`config.mk`:
```
export PLATFORM = sky130hd
export DESIGN_NAME = note_sched_flat
export DESIGN_NICKNAME = d
export VERILOG_FILES = /design/src/rtl/note_sched_if.sv /design/src/rtl/note_sched.sv /design/src/flat_wrapper.sv
export SDC_FILE = /design/constraint.sdc
export NUM_CORES = 1
export LEC_CHECK = 0
export ABC_AREA = 1
export BUFFER_PORTS_ARGS = -buffer_cell sky130_fd_sc_hd__buf_2
export CAP_MARGIN = 5
export CELL_PAD_IN_SITES_DETAIL_PLACEMENT = 0
export CELL_PAD_IN_SITES_GLOBAL_PLACEMENT = 2
export CORE_ASPECT_RATIO = 1.4
export CORE_MARGIN = 10
export CORE_UTILIZATION = 37
export CTS_CLUSTER_DIAMETER = 30
export DETAILED_ROUTE_END_ITERATION = 12
export PLACE_DENSITY_LB_ADDON = 0.1
export RECOVER_POWER = 50
export SETUP_SLACK_MARGIN = 0.05
export SLEW_MARGIN = 20
export SYNTH_ARGS = -nofsm -noshare
export SYNTH_HDL_FRONTEND = slang
export SYNTH_SLANG_ARGS = --single-unit
```
`constraint.sdc`:
```
create_clock -name clk -period 5.24 [get_ports clk]
set_input_delay 1.048 -clock clk [delete_from_list [all_inputs] [get_ports clk]]
set_output_delay 1.048 -clock clk [all_outputs]
set_load 0.02 [all_outputs]
```
`src/rtl/note_sched_if.sv`:
```
// Key inputs and tone-generator control bundle for the note scheduler.
interface note_sched_if;
  logic [11:0] keys;
  logic [15:0] half_period;
  logic        gen_load;
  logic        gen_en;
  logic [3:0]  note_idx;
  logic [11:0] key_stable;

  modport master (input keys, output half_period, gen_load, gen_en, note_idx, key_stable);
  modport slave  (output keys, input half_period, gen_load, gen_en, note_idx, key_stable);
endinterface

```
`src/rtl/note_sched.sv`:
```
// Debounces 12 note keys and sequences one shared tone generator:
// lowest pressed key wins, no preemption while held, timed release tail.
module note_deb #(
  parameter int DEB_COUNT = 4
) (
  input  logic clk,
  input  logic rst,
  input  logic tick,
  input  logic keyRaw,
  output logic keyStable
);
  localparam int CW = $clog2(DEB_COUNT + 1);
  localparam logic [CW-1:0] CNT_LAST = CW'(DEB_COUNT - 1);

  logic [1:0]    syncQ;
  logic [CW-1:0] cnt;

  always_ff @(posedge clk or posedge rst) begin
    if (rst) begin
      syncQ     <= '0;
      cnt       <= '0;
      keyStable <= 1'b0;
    end else begin
      syncQ <= {syncQ[0], keyRaw};
      if (tick) begin
        if (syncQ[1] == keyStable) cnt <= '0;
        else if (cnt == CNT_LAST) begin
          keyStable <= syncQ[1];
          cnt       <= '0;
        end else cnt <= cnt + 1'b1;
      end
    end
  end
endmodule

module note_sched #(
  parameter int SAMPLE_DIV = 25000,
  parameter int DEB_COUNT  = 4,
  parameter int REL_TICKS  = 50
) (
  input logic         clk,
  input logic         rst,
  note_sched_if.master bus
);
  localparam int NUM_KEYS = 12;
  localparam int PW = $clog2(SAMPLE_DIV + 1);
  localparam int RW = $clog2(REL_TICKS + 1);
  localparam logic [PW-1:0] PRE_LAST = PW'(SAMPLE_DIV - 1);
  localparam logic [RW-1:0] REL_LAST = RW'(REL_TICKS - 1);

  typedef enum logic [1:0] {IDLE, LOAD, PLAY, RELEASE} state_t;

  state_t              state, stateNext;
  logic [PW-1:0]       preCnt;
  logic                tick;
  logic [NUM_KEYS-1:0] keyStable;
  logic [3:0]          noteIdx;
  logic [15:0]         halfPeriod;
  logic [RW-1:0]       relCnt;
  logic                latchNote, relClr, relInc;

  function automatic logic [15:0] halfTab(input logic [3:0] i);
    case (i)
      4'd0:    halfTab = 16'd47778;
      4'd1:    halfTab = 16'd45097;
      4'd2:    halfTab = 16'd42566;
      4'd3:    halfTab = 16'd40177;
      4'd4:    halfTab = 16'd37922;
      4'd5:    halfTab = 16'd35793;
      4'd6:    halfTab = 16'd33784;
      4'd7:    halfTab = 16'd31888;
      4'd8:    halfTab = 16'd30098;
      4'd9:    halfTab = 16'd28409;
      4'd10:   halfTab = 16'd26815;
      4'd11:   halfTab = 16'd25310;
      default: halfTab = 16'd47778;
    endcase
  endfunction

  function automatic logic [3:0] lowestIdx(input logic [NUM_KEYS-1:0] ks);
    lowestIdx = 4'd0;
    for (int i = NUM_KEYS - 1; i >= 0; i--)
      if (ks[i]) lowestIdx = 4'(i);
  endfunction

  always_ff @(posedge clk or posedge rst) begin
    if (rst) preCnt <= '0;
    else     preCnt <= tick ? '0 : preCnt + 1'b1;
  end
  assign tick = (preCnt == PRE_LAST);

  note_deb #(.DEB_COUNT(DEB_COUNT)) uDeb [NUM_KEYS-1:0] (
    .clk      (clk),
    .rst      (rst),
    .tick     (tick),
    .keyRaw   (bus.keys),
    .keyStable(keyStable)
  );

  // A newly stable key in RELEASE beats the tail expiring on the same cycle.
  always_comb begin
    stateNext = state;
    latchNote = 1'b0;
    relClr    = 1'b0;
    relInc    = 1'b0;
    case (state)
      IDLE: if (|keyStable) begin
        latchNote = 1'b1;
        stateNext = LOAD;
      end
      LOAD: stateNext = PLAY;
      PLAY: if (!keyStable[noteIdx]) begin
        relClr    = 1'b1;
        stateNext = RELEASE;
      end
      RELEASE: begin
        if (|keyStable) begin
          latchNote = 1'b1;
          stateNext = LOAD;
        end else if (tick) begin
          if (relCnt == REL_LAST) stateNext = IDLE;
          else                    relInc    = 1'b1;
        end
      end
      default: stateNext = IDLE;
    endcase
  end

  always_ff @(posedge clk or posedge rst) begin
    if (rst) begin
      state      <= IDLE;
      noteIdx    <= 4'd0;
      halfPeriod <= 16'd47778;
      relCnt     <= '0;
    end else begin
      state <= stateNext;
      if (latchNote) begin
        noteIdx    <= lowestIdx(keyStable);
        halfPeriod <= halfTab(lowestIdx(keyStable));
      end
      if (relClr)      relCnt <= '0;
      else if (relInc) relCnt <= relCnt + 1'b1;
    end
  end

  // Decoded straight from the state register so reset kills them immediately.
  assign bus.gen_en      = (state != IDLE);
  assign bus.gen_load    = (state == LOAD);
  assign bus.note_idx    = noteIdx;
  assign bus.half_period = halfPeriod;
  assign bus.key_stable  = keyStable;
endmodule

```
`src/flat_wrapper.sv`:
```
// flat-port wrapper written by rule: the top's interface ports become plain ports
module note_sched_flat 
#(
  parameter int SAMPLE_DIV = 25000,
  parameter int DEB_COUNT  = 4,
  parameter int REL_TICKS  = 50
)
  (clk, rst, bus_keys, bus_half_period, bus_gen_load, bus_gen_en, bus_note_idx, bus_key_stable);
  note_sched_if bus_i ();
  input logic clk;
  input logic rst;
  input wire logic [$bits(bus_i.keys)-1:0] bus_keys;
  output wire logic [$bits(bus_i.half_period)-1:0] bus_half_period;
  output wire logic [$bits(bus_i.gen_load)-1:0] bus_gen_load;
  output wire logic [$bits(bus_i.gen_en)-1:0] bus_gen_en;
  output wire logic [$bits(bus_i.note_idx)-1:0] bus_note_idx;
  output wire logic [$bits(bus_i.key_stable)-1:0] bus_key_stable;
  assign bus_i.keys = bus_keys;
  assign bus_half_period = bus_i.half_period;
  assign bus_gen_load = bus_i.gen_load;
  assign bus_gen_en = bus_i.gen_en;
  assign bus_note_idx = bus_i.note_idx;
  assign bus_key_stable = bus_i.key_stable;
  note_sched #(.SAMPLE_DIV(SAMPLE_DIV), .DEB_COUNT(DEB_COUNT), .REL_TICKS(REL_TICKS)) u_core (.clk(clk), .rst(rst), .bus(bus_i));
endmodule
```
==> impl_results.md, run 1 <==
* Area Overhead vs Synth at 15.2%
* Number of cells upsized or downsized after cts at 0
* Most instantiated cells after synthesis: sky130_fd_sc_hd__nand2_1 (117), sky130_fd_sc_hd__dfrtp_1 (107), sky130_fd_sc_hd__nor2_1 (83)
* Total of flip-flops plus latches after synthesis at 115
* Pin count of the biggest net entering global routing at 59
* Nature of the critical path endpoint: flip-flop
* CTS clock-pin slew for the worst setup and hold paths at 0.05 ns
* I/O pins at 48
* Die W at 124 um
* Startpoint of the lowest-slack register-to-register path: u_core.uDeb[4].keyStable$_DFFE_PP0P_
* WP data required at 5.52 ns
* Via/cell ratio at 4.70
* Count leader, synth: sky130_fd_sc_hd__nand2_1
* Row count at 53
* Worst-Skew Late Latency at 0.41 ns
* Inserted Clock Buffers at 17
* Skew final at 0.0118 ns
* Drt drc at 0
* Share of the yosys chip area belonging to registers at 51.1%
* Achievable Freq at 358 MHz
* Number of enable-type register cells in the synthesized netlist at 0
* Met3 Wirelength at 494 um
* Final hold vios at 0
* Initial antenna violation count at 0
* Post-route non-filler standard cell count at 882
* Routed length on met2 at 6.58 mm
* Type of the most critical hold path: reg2reg
* Startpoint of the lowest-slack hold path: u_core.uDeb[6].syncQ[0]$_DFF_PP0_
* Vertical die dimension at 166 um
* GRT Resource Usage Total at 12.9%
* Final clock period utilization by the worst path at 53.3%
* Max Cap Violations at 2
* Setup ws final at 2.45 ns
* Core outline area at 15,000 sq um
* Share of layout cells above drive strength 1 at 16.7%
* Critical-path maximum fanout at 21
* Synth warnings at 0
* Post-route core utilization at 43.4%
* Total negative slack for setup checks at 0 ns
* Total power density per cell area at 310 nW/um^2
* Post-synthesis net count at 673
* Shortest period the worst path allows at 2.79 ns
* Start point of the critical path: u_core.uDeb[4].keyStable$_DFFE_PP0P_
* Cell accounting for the most synthesized area: sky130_fd_sc_hd__dfrtp_1
* Root buffer cell: sky130_fd_sc_hd__clkbuf_16
* Cells taking the most area after synthesis: sky130_fd_sc_hd__dfrtp_1 (47%), sky130_fd_sc_hd__nand2_1 (7.8%), sky130_fd_sc_hd__ha_1 (6.2%)
* Most frequently used flop master after synthesis: sky130_fd_sc_hd__dfrtp_1
* Final setup violating endpoints at 0
* H-tree levels at 4
* Worst endpoint data arrival time at 3.07 ns
* Proportion of register bits with asynchronous set or reset after synthesis at 100%
* Count of routing violations after the opening detailed-route iteration at 182
* Actual transition at the worst max-transition pin at 2.64 ns
* Worst hold slack across all endpoints at 0.343 ns
* Clock tree from TritonCTS: built
* Number of global-route vias before repair at 4,302
* Layout Nets at 720
* Number of antenna repair diodes at 0
* Met1 Wirelength at 5.63 mm
* Worst slew margin relative to its limit at -77.1%
* Count of input and output buffers at 47
* Number of setup buffers added after CTS at 0
* RSZ-0062 raised after global routing: no
* Peak supply drop at 207 uV
* Number of nets with antenna violations after detailed routing at 0
* Vias after detailed routing at 4,144
* Leakage component of the power at 3.34 nW
* Number of distinct library cells after synthesis at 44
* Top-area cell type share of the netlist area at 47.4%
* Router iterations before antenna repair at 5
* Highest metal layer used by the detailed router: met4
* Final wirelength at 12.9 mm
* Clock tree sinks at 115
* Post-detailed-placement half-perimeter wirelength at 9.27 mm
* Netlist Area Pre-Place at 5650 sq um
* Placed cells at 851
* Initial core utilization at 37.7%
* Count of hold-fix buffers inserted at cts at 0
* Total congestion overflow at 0
* Critical Path Start Type: flip-flop
* Critical Setup Path Class: reg2reg
* Post-synthesis area per instance at 8.95 sq um
* Dpl ws at 3.05 ns
* Violations in the final reports: max-capacitance violations, max-slew violations
* Total count of max-transition violations in the final report at 100
* Cell count after synthesis at 631
* Die Area at 20,700 sq um
* Result of the run: complete, but fails checks
* Weighted congestion reported at the end of routability-driven placement at 0.750
* Longest Clk Path Bufs at 2
* Detailed-route wire length per cell at 14.6 um
* First-pass GRT wire length at 21.9 mm
sequential cells by signal, summed over array words and instances (netlist names):
signal                  count
u_core.uDeb.keyStable      12
u_core.bus.note_idx         4
u_core.preCnt              15
u_core.bus.half_period     16
u_core.uDeb.cnt            36
u_core.state                2
u_core.relCnt               6
u_core.uDeb.syncQ          24
metrics by stage:
stage,area [sq um],power (W)
floorplan,5650,0.000936
global placement,6000,0.000952
detailed placement,6000,0.000952
CTS,6550,0.00205
global route,6510,0.00210
finish,6510,0.00202
worst paths after layout:
kind,end,slack (ns),depth (start not counted)
hold reg to reg,u_core.uDeb[6].syncQ[1]$_DFF_PP0_,0.34,0
max in group asynchronous,u_core.uDeb[10].syncQ[1]$_DFF_PP0_,2.52,3
hold / removal,u_core.uDeb[6].syncQ[1]$_DFF_PP0_,0.34,0
min in group asynchronous,u_core.uDeb[2].cnt[2]$_DFFE_PP0N_,1.38,2
setup reg to reg,u_core.bus.half_period[4]$_DFFE_PP0P_,2.45,9
setup / recovery,u_core.bus.half_period[4]$_DFFE_PP0P_,2.45,9
power by group:
part / internal, W / switching [W] / total [W]
Sequential: 0.000899 / 0.00000502 / 0.000904
Clock: 0.000696 / 0.000386 / 0.00108
Combinational: 0.00000701 / 0.0000239 / 0.0000309
cells in the final DEF, fill, tap and decap left out, types with 4 or more instances in the layout:
| cell | synthesis | final |
|---|---|---|
| sky130_fd_sc_hd__nand2_2 | 6 | 5 |
| sky130_fd_sc_hd__nor2_1 | 83 | 84 |
| sky130_fd_sc_hd__clkbuf_8 | 0 | 4 |
| sky130_fd_sc_hd__nand2_1 | 117 | 118 |
| sky130_fd_sc_hd__inv_1 | 65 | 66 |
| sky130_fd_sc_hd__clkinv_2 | 0 | 4 |
| sky130_fd_sc_hd__ha_1 | 28 | 28 |
| sky130_fd_sc_hd__clkbuf_16 | 0 | 17 |
| sky130_fd_sc_hd__nor2_2 | 4 | 4 |
| sky130_fd_sc_hd__clkbuf_1 | 3 | 8 |
| sky130_fd_sc_hd__nand3_1 | 28 | 28 |
| sky130_fd_sc_hd__inv_2 | 13 | 11 |
| sky130_fd_sc_hd__a21boi_0 | 12 | 12 |
| sky130_fd_sc_hd__nand4_1 | 7 | 8 |
| sky130_fd_sc_hd__buf_2 | 6 | 46 |
| sky130_fd_sc_hd__o211ai_1 | 6 | 6 |
| sky130_fd_sc_hd__dfstp_2 | 8 | 8 |
| sky130_fd_sc_hd__dfrtp_1 | 107 | 107 |
| sky130_fd_sc_hd__o21ai_0 | 29 | 29 |
| sky130_fd_sc_hd__xor2_1 | 15 | 15 |
| sky130_fd_sc_hd__a21oi_1 | 49 | 49 |
worst max-delay path, stage by stage, from the launching register on:
cell	delay (ns)
sky130_fd_sc_hd__dfrtp_1	0.40
sky130_fd_sc_hd__inv_1	0.19
sky130_fd_sc_hd__nand4_1	0.20
sky130_fd_sc_hd__nor2_1	0.24
sky130_fd_sc_hd__nand2_1	0.13
sky130_fd_sc_hd__nand2_1	0.08
sky130_fd_sc_hd__clkbuf_1	0.67
sky130_fd_sc_hd__inv_1	0.40
sky130_fd_sc_hd__o21ai_0	0.22
sky130_fd_sc_hd__o211ai_1	0.12
cell families after synthesis:
| family | synth area share (%) |
|---|---|
| compound gates | 11.1 |
| xor+xnor | 2.79 |
| fa+ha+maj | 6.20 |
| buf+inv | 8.04 |
| flops | 51.1 |
| simple gates | 20.8 |
cell type report:
cell class,count,area [sq um]
Fill cell,1537,8480
Sequential cell,115,2890
Multi-Input combinational cell,413,2270
Clock buffer,26,499
Inverter,79,298
Timing Repair Buffer,52,264
Tap cell,192,240
Clock inverter,5,50.0
layer usage:
metal | up-vias | track usage (%)
met5 | - | 0
met4 | 0 | 4.82
met3 | 12 | 4.15
met2 | 62 | 22.1
met1 | 1958 | 14.7
li1 | 2112 | -
No activity file was read; power rests on OpenSTA's default activity.
==> run 2: changes to the inputs <==
==> constraint.sdc (replaced) <==
create_clock -name clk -period 2.9 [get_ports clk]
set_input_delay 0.58 -clock clk [delete_from_list [all_inputs] [get_ports clk]]
set_output_delay 0.58 -clock clk [all_outputs]
set_load 0.02 [all_outputs]
==> run 2 against run 1 <==
  * The run now ends clean
  * Register-to-register slack got worse by 1.7 ns
  * Non-clock buffer count up 4
  * Largest cell class unchanged
  * Largest power group unchanged
  * Sequential power rose by 80%
  * Combinational power increased by 95%
  * Power is 90% higher
  * Final cell count increased by 0.57%
  * Critical path type is now in2async
==> impl_results.md, run 2 (synthesis gave the netlist of run 1 again) <==
* Final wirelength at 12.9 mm (+0.31%)
* Total power density per cell area at 575 nW/um^2 (+86%)
* Final setup violating endpoints at 0 (unchanged)
* Row count at 53 (unchanged)
* Achievable Freq at 469 MHz
* Via/cell ratio at 4.70 (about the same)
* Router iterations before antenna repair at 5 (unchanged)
* Highest metal layer used by the detailed router: met4
* Routed length on met2 at 6.70 mm (+1.7%)
* Number of global-route vias before repair at 4,402 (+2.3%)
* I/O pins at 48 (unchanged)
* Post-detailed-placement half-perimeter wirelength at 9.65 mm (+4.1%)
* Weighted congestion reported at the end of routability-driven placement at 0.758 (+1.1%)
* Area Overhead vs Synth at 17.6%
* Critical Setup Path Class: in2async
* Number of flip-flops in the largest register at 36 (unchanged)
* RSZ-0062 raised after global routing: no
* Clock tree sinks at 115 (unchanged)
* Post-route core utilization at 44.3% (+0.91 points)
* Most frequent standard cell in the layout excluding fill and tap cells: sky130_fd_sc_hd__nand2_1
* Longest Clk Path Bufs at 2 (unchanged)
* Detailed-route wire length per cell at 14.6 um (-0.25%)
* Net Switching at 0.000768 W (+85%)
* Count of input and output buffers at 47 (unchanged)
* Vertical die dimension at 166 um (unchanged)
* Final clock period utilization by the worst path at 73.5%
* Worst slew margin relative to its limit at 23.7% (+100 points)
* Result of the run: complete, no violations
* Cell-internal power at 0.00305 W (+91%)
* CTS clock-pin slew for the worst setup and hold paths at 0.05 ns (about the same)
* Total count of max-transition violations in the final report at 0 (-100%)
* Initial antenna violation count at 0 (unchanged)
* Worst endpoint data arrival time at 2.48 ns (-0.59 ns)
* Post-route standard cell area excluding fillers at 6640 sq um (+2.1%)
* H-tree levels at 4 (unchanged)
* Clock Power Share at 55.7% (+2.1 points)
* Share of layout cells above drive strength 1 at 18.1% (+1.5 points)
* Pin count of the biggest net entering global routing at 41 (-31%)
* Portion of total power attributed to combinational logic at 1.6% (about the same)
* Peak supply drop at 313 uV (+51%)
* Leakage component of the power at 3.37 nW (+0.92%)
* Worst-Skew Late Latency at 0.40 ns (about the same)
* Clock tree from TritonCTS: built
* Number of setup buffers added after CTS at 0 (unchanged)
* Met3 Wirelength at 450 um (-8.9%)
* Root buffer cell: sky130_fd_sc_hd__clkbuf_16
* Die W at 124 um (unchanged)
* Critical-path maximum fanout at 26 (+24%)
* GRT Resource Usage Total at 13.0% (+0.015 points)
* Inserted Clock Buffers at 17 (unchanged)
* Number of antenna repair diodes at 0 (unchanged)
* Skew final at 0.0122 ns (+0.000463 ns)
* Initial core utilization at 37.7% (unchanged)
* Actual transition at the worst max-transition pin at 1.14 ns (-1.50 ns)
* Count of hold-fix buffers inserted at cts at 0 (unchanged)
* Placement-stage cell area at 6070 sq um (+1.1%)
* Layout Nets at 724 (+0.56%)
* Count of routing violations after the opening detailed-route iteration at 176 (-3.3%)
* Number of cells upsized or downsized after cts at 0 (unchanged)
* Reg with most FFs: u_core.uDeb.cnt
* Core outline area at 15,000 sq um (unchanged)
* Die Area at 20,700 sq um (unchanged)
* Max Cap Violations at 0 (-2)
* Number of nets with antenna violations after detailed routing at 0 (unchanged)
* Vias after detailed routing at 4,166 (+0.53%)
* Most used cells in the layout excluding fill and tap cells: sky130_fd_sc_hd__nand2_1 (118), sky130_fd_sc_hd__dfrtp_1 (107), sky130_fd_sc_hd__nor2_1 (83), sky130_fd_sc_hd__inv_1 (64), sky130_fd_sc_hd__a21oi_1 (49)
* Critical Path Start Type: primary input
* Met1 Wirelength at 5.69 mm (+1.1%)
* Final hold vios at 0 (unchanged)
* Type of the most critical hold path: in2reg
* Nature of the critical path endpoint: asynchronous set/reset pin
* Drt drc at 0 (unchanged)
* Portion of total power attributed to sequential cells at 42.7% (-2.1 points)
* Total congestion overflow at 0 (unchanged)
* WP data required at 3.25 ns (-2.27 ns)
* Total negative slack for setup checks at 0 ns (unchanged)
* First-pass GRT wire length at 22.3 mm (+2.0%)
* Switching part of the total power at 20.1% (-0.48 points)
* Shortest period the worst path allows at 2.13 ns
-- run 2: changes by cell type in the layout (fill, tap and decap cells not counted), sizes merged --
cell | before | now
clkbuf | 29 | 28
bufinv | 1 | 3
clkinvlp | 1 | 4
buf | 49 | 51
clkinv | 5 | 4
-- run 2: cell type report --
cell class / instances / area [sq um]
Clock buffer: 23 / 478
Inverter: 79 / 298
Fill cell: 1531 / 8340
Timing Repair Buffer: 56 / 309
Clock inverter: 9 / 128
Multi-Input combinational cell: 413 / 2300
Sequential cell: 115 / 2890
Tap cell: 192 / 240
-- run 2: power groups by stage --
stage,sequential [W],combinational [W],clock [W]
after CTS,0.00163,0.0000697,0.00219
after global routing,0.00163,0.0000708,0.00226
after detailed placement,0.00166,0.0000696,0
after floorplan,0.00166,0.0000343,0
final,0.00163,0.0000602,0.00213
after global placement,0.00166,0.0000692,0
-- run 2: worst max-delay path, cell delays in order --
cell and delay, ns:
sky130_fd_sc_hd__buf_2 0.10, sky130_fd_sc_hd__clkinvlp_2 0.67, sky130_fd_sc_hd__buf_12 0.28, sky130_fd_sc_hd__clkbuf_1 0.82
-- run 2: worst paths after layout --
path | start | to | slack, ns | cells after the start
max | rst | u_core.uDeb[6].cnt[2]$_DFFE_PP0N_ | 0.77 | 4
min | bus_keys[3] | u_core.uDeb[3].syncQ[0]$_DFF_PP0_ | 0.29 | 1
max reg2reg | u_core.uDeb[10].keyStable$_DFFE_PP0P_ | u_core.bus.half_period[6]$_DFFE_PP0P_ | 0.78 | 19
min reg2reg | u_core.uDeb[5].syncQ[0]$_DFF_PP0_ | u_core.uDeb[5].syncQ[1]$_DFF_PP0_ | 0.35 | 0
max in group clk | u_core.uDeb[10].keyStable$_DFFE_PP0P_ | u_core.bus.half_period[6]$_DFFE_PP0P_ | 0.78 | 19
min in group asynchronous | rst | u_core.bus.half_period[0]$_DFFE_PP0P_ | 0.40 | 2
-- run 2: metrics by stage --
step	setup slack (ns)	cells	hold slack, ns	total power [W]
floorplan	0.927	631	0.331	0.00169
global placement	0.780	855	0.331	0.00173
detailed placement	0.759	855	0.337	0.00173
CTS	0.749	887	0.234	0.00389
global route	0.390	887	0.264	0.00396
finish	0.769	887	0.286	0.00382
-- run 2: routing by layer --
metal | vias up | global-route usage (%)
met1 | 1965 | 15.4
met5 | - | 0
met4 | 0 | 4.37
met3 | 6 | 3.61
met2 | 68 | 21.9
li1 | 2127 | -
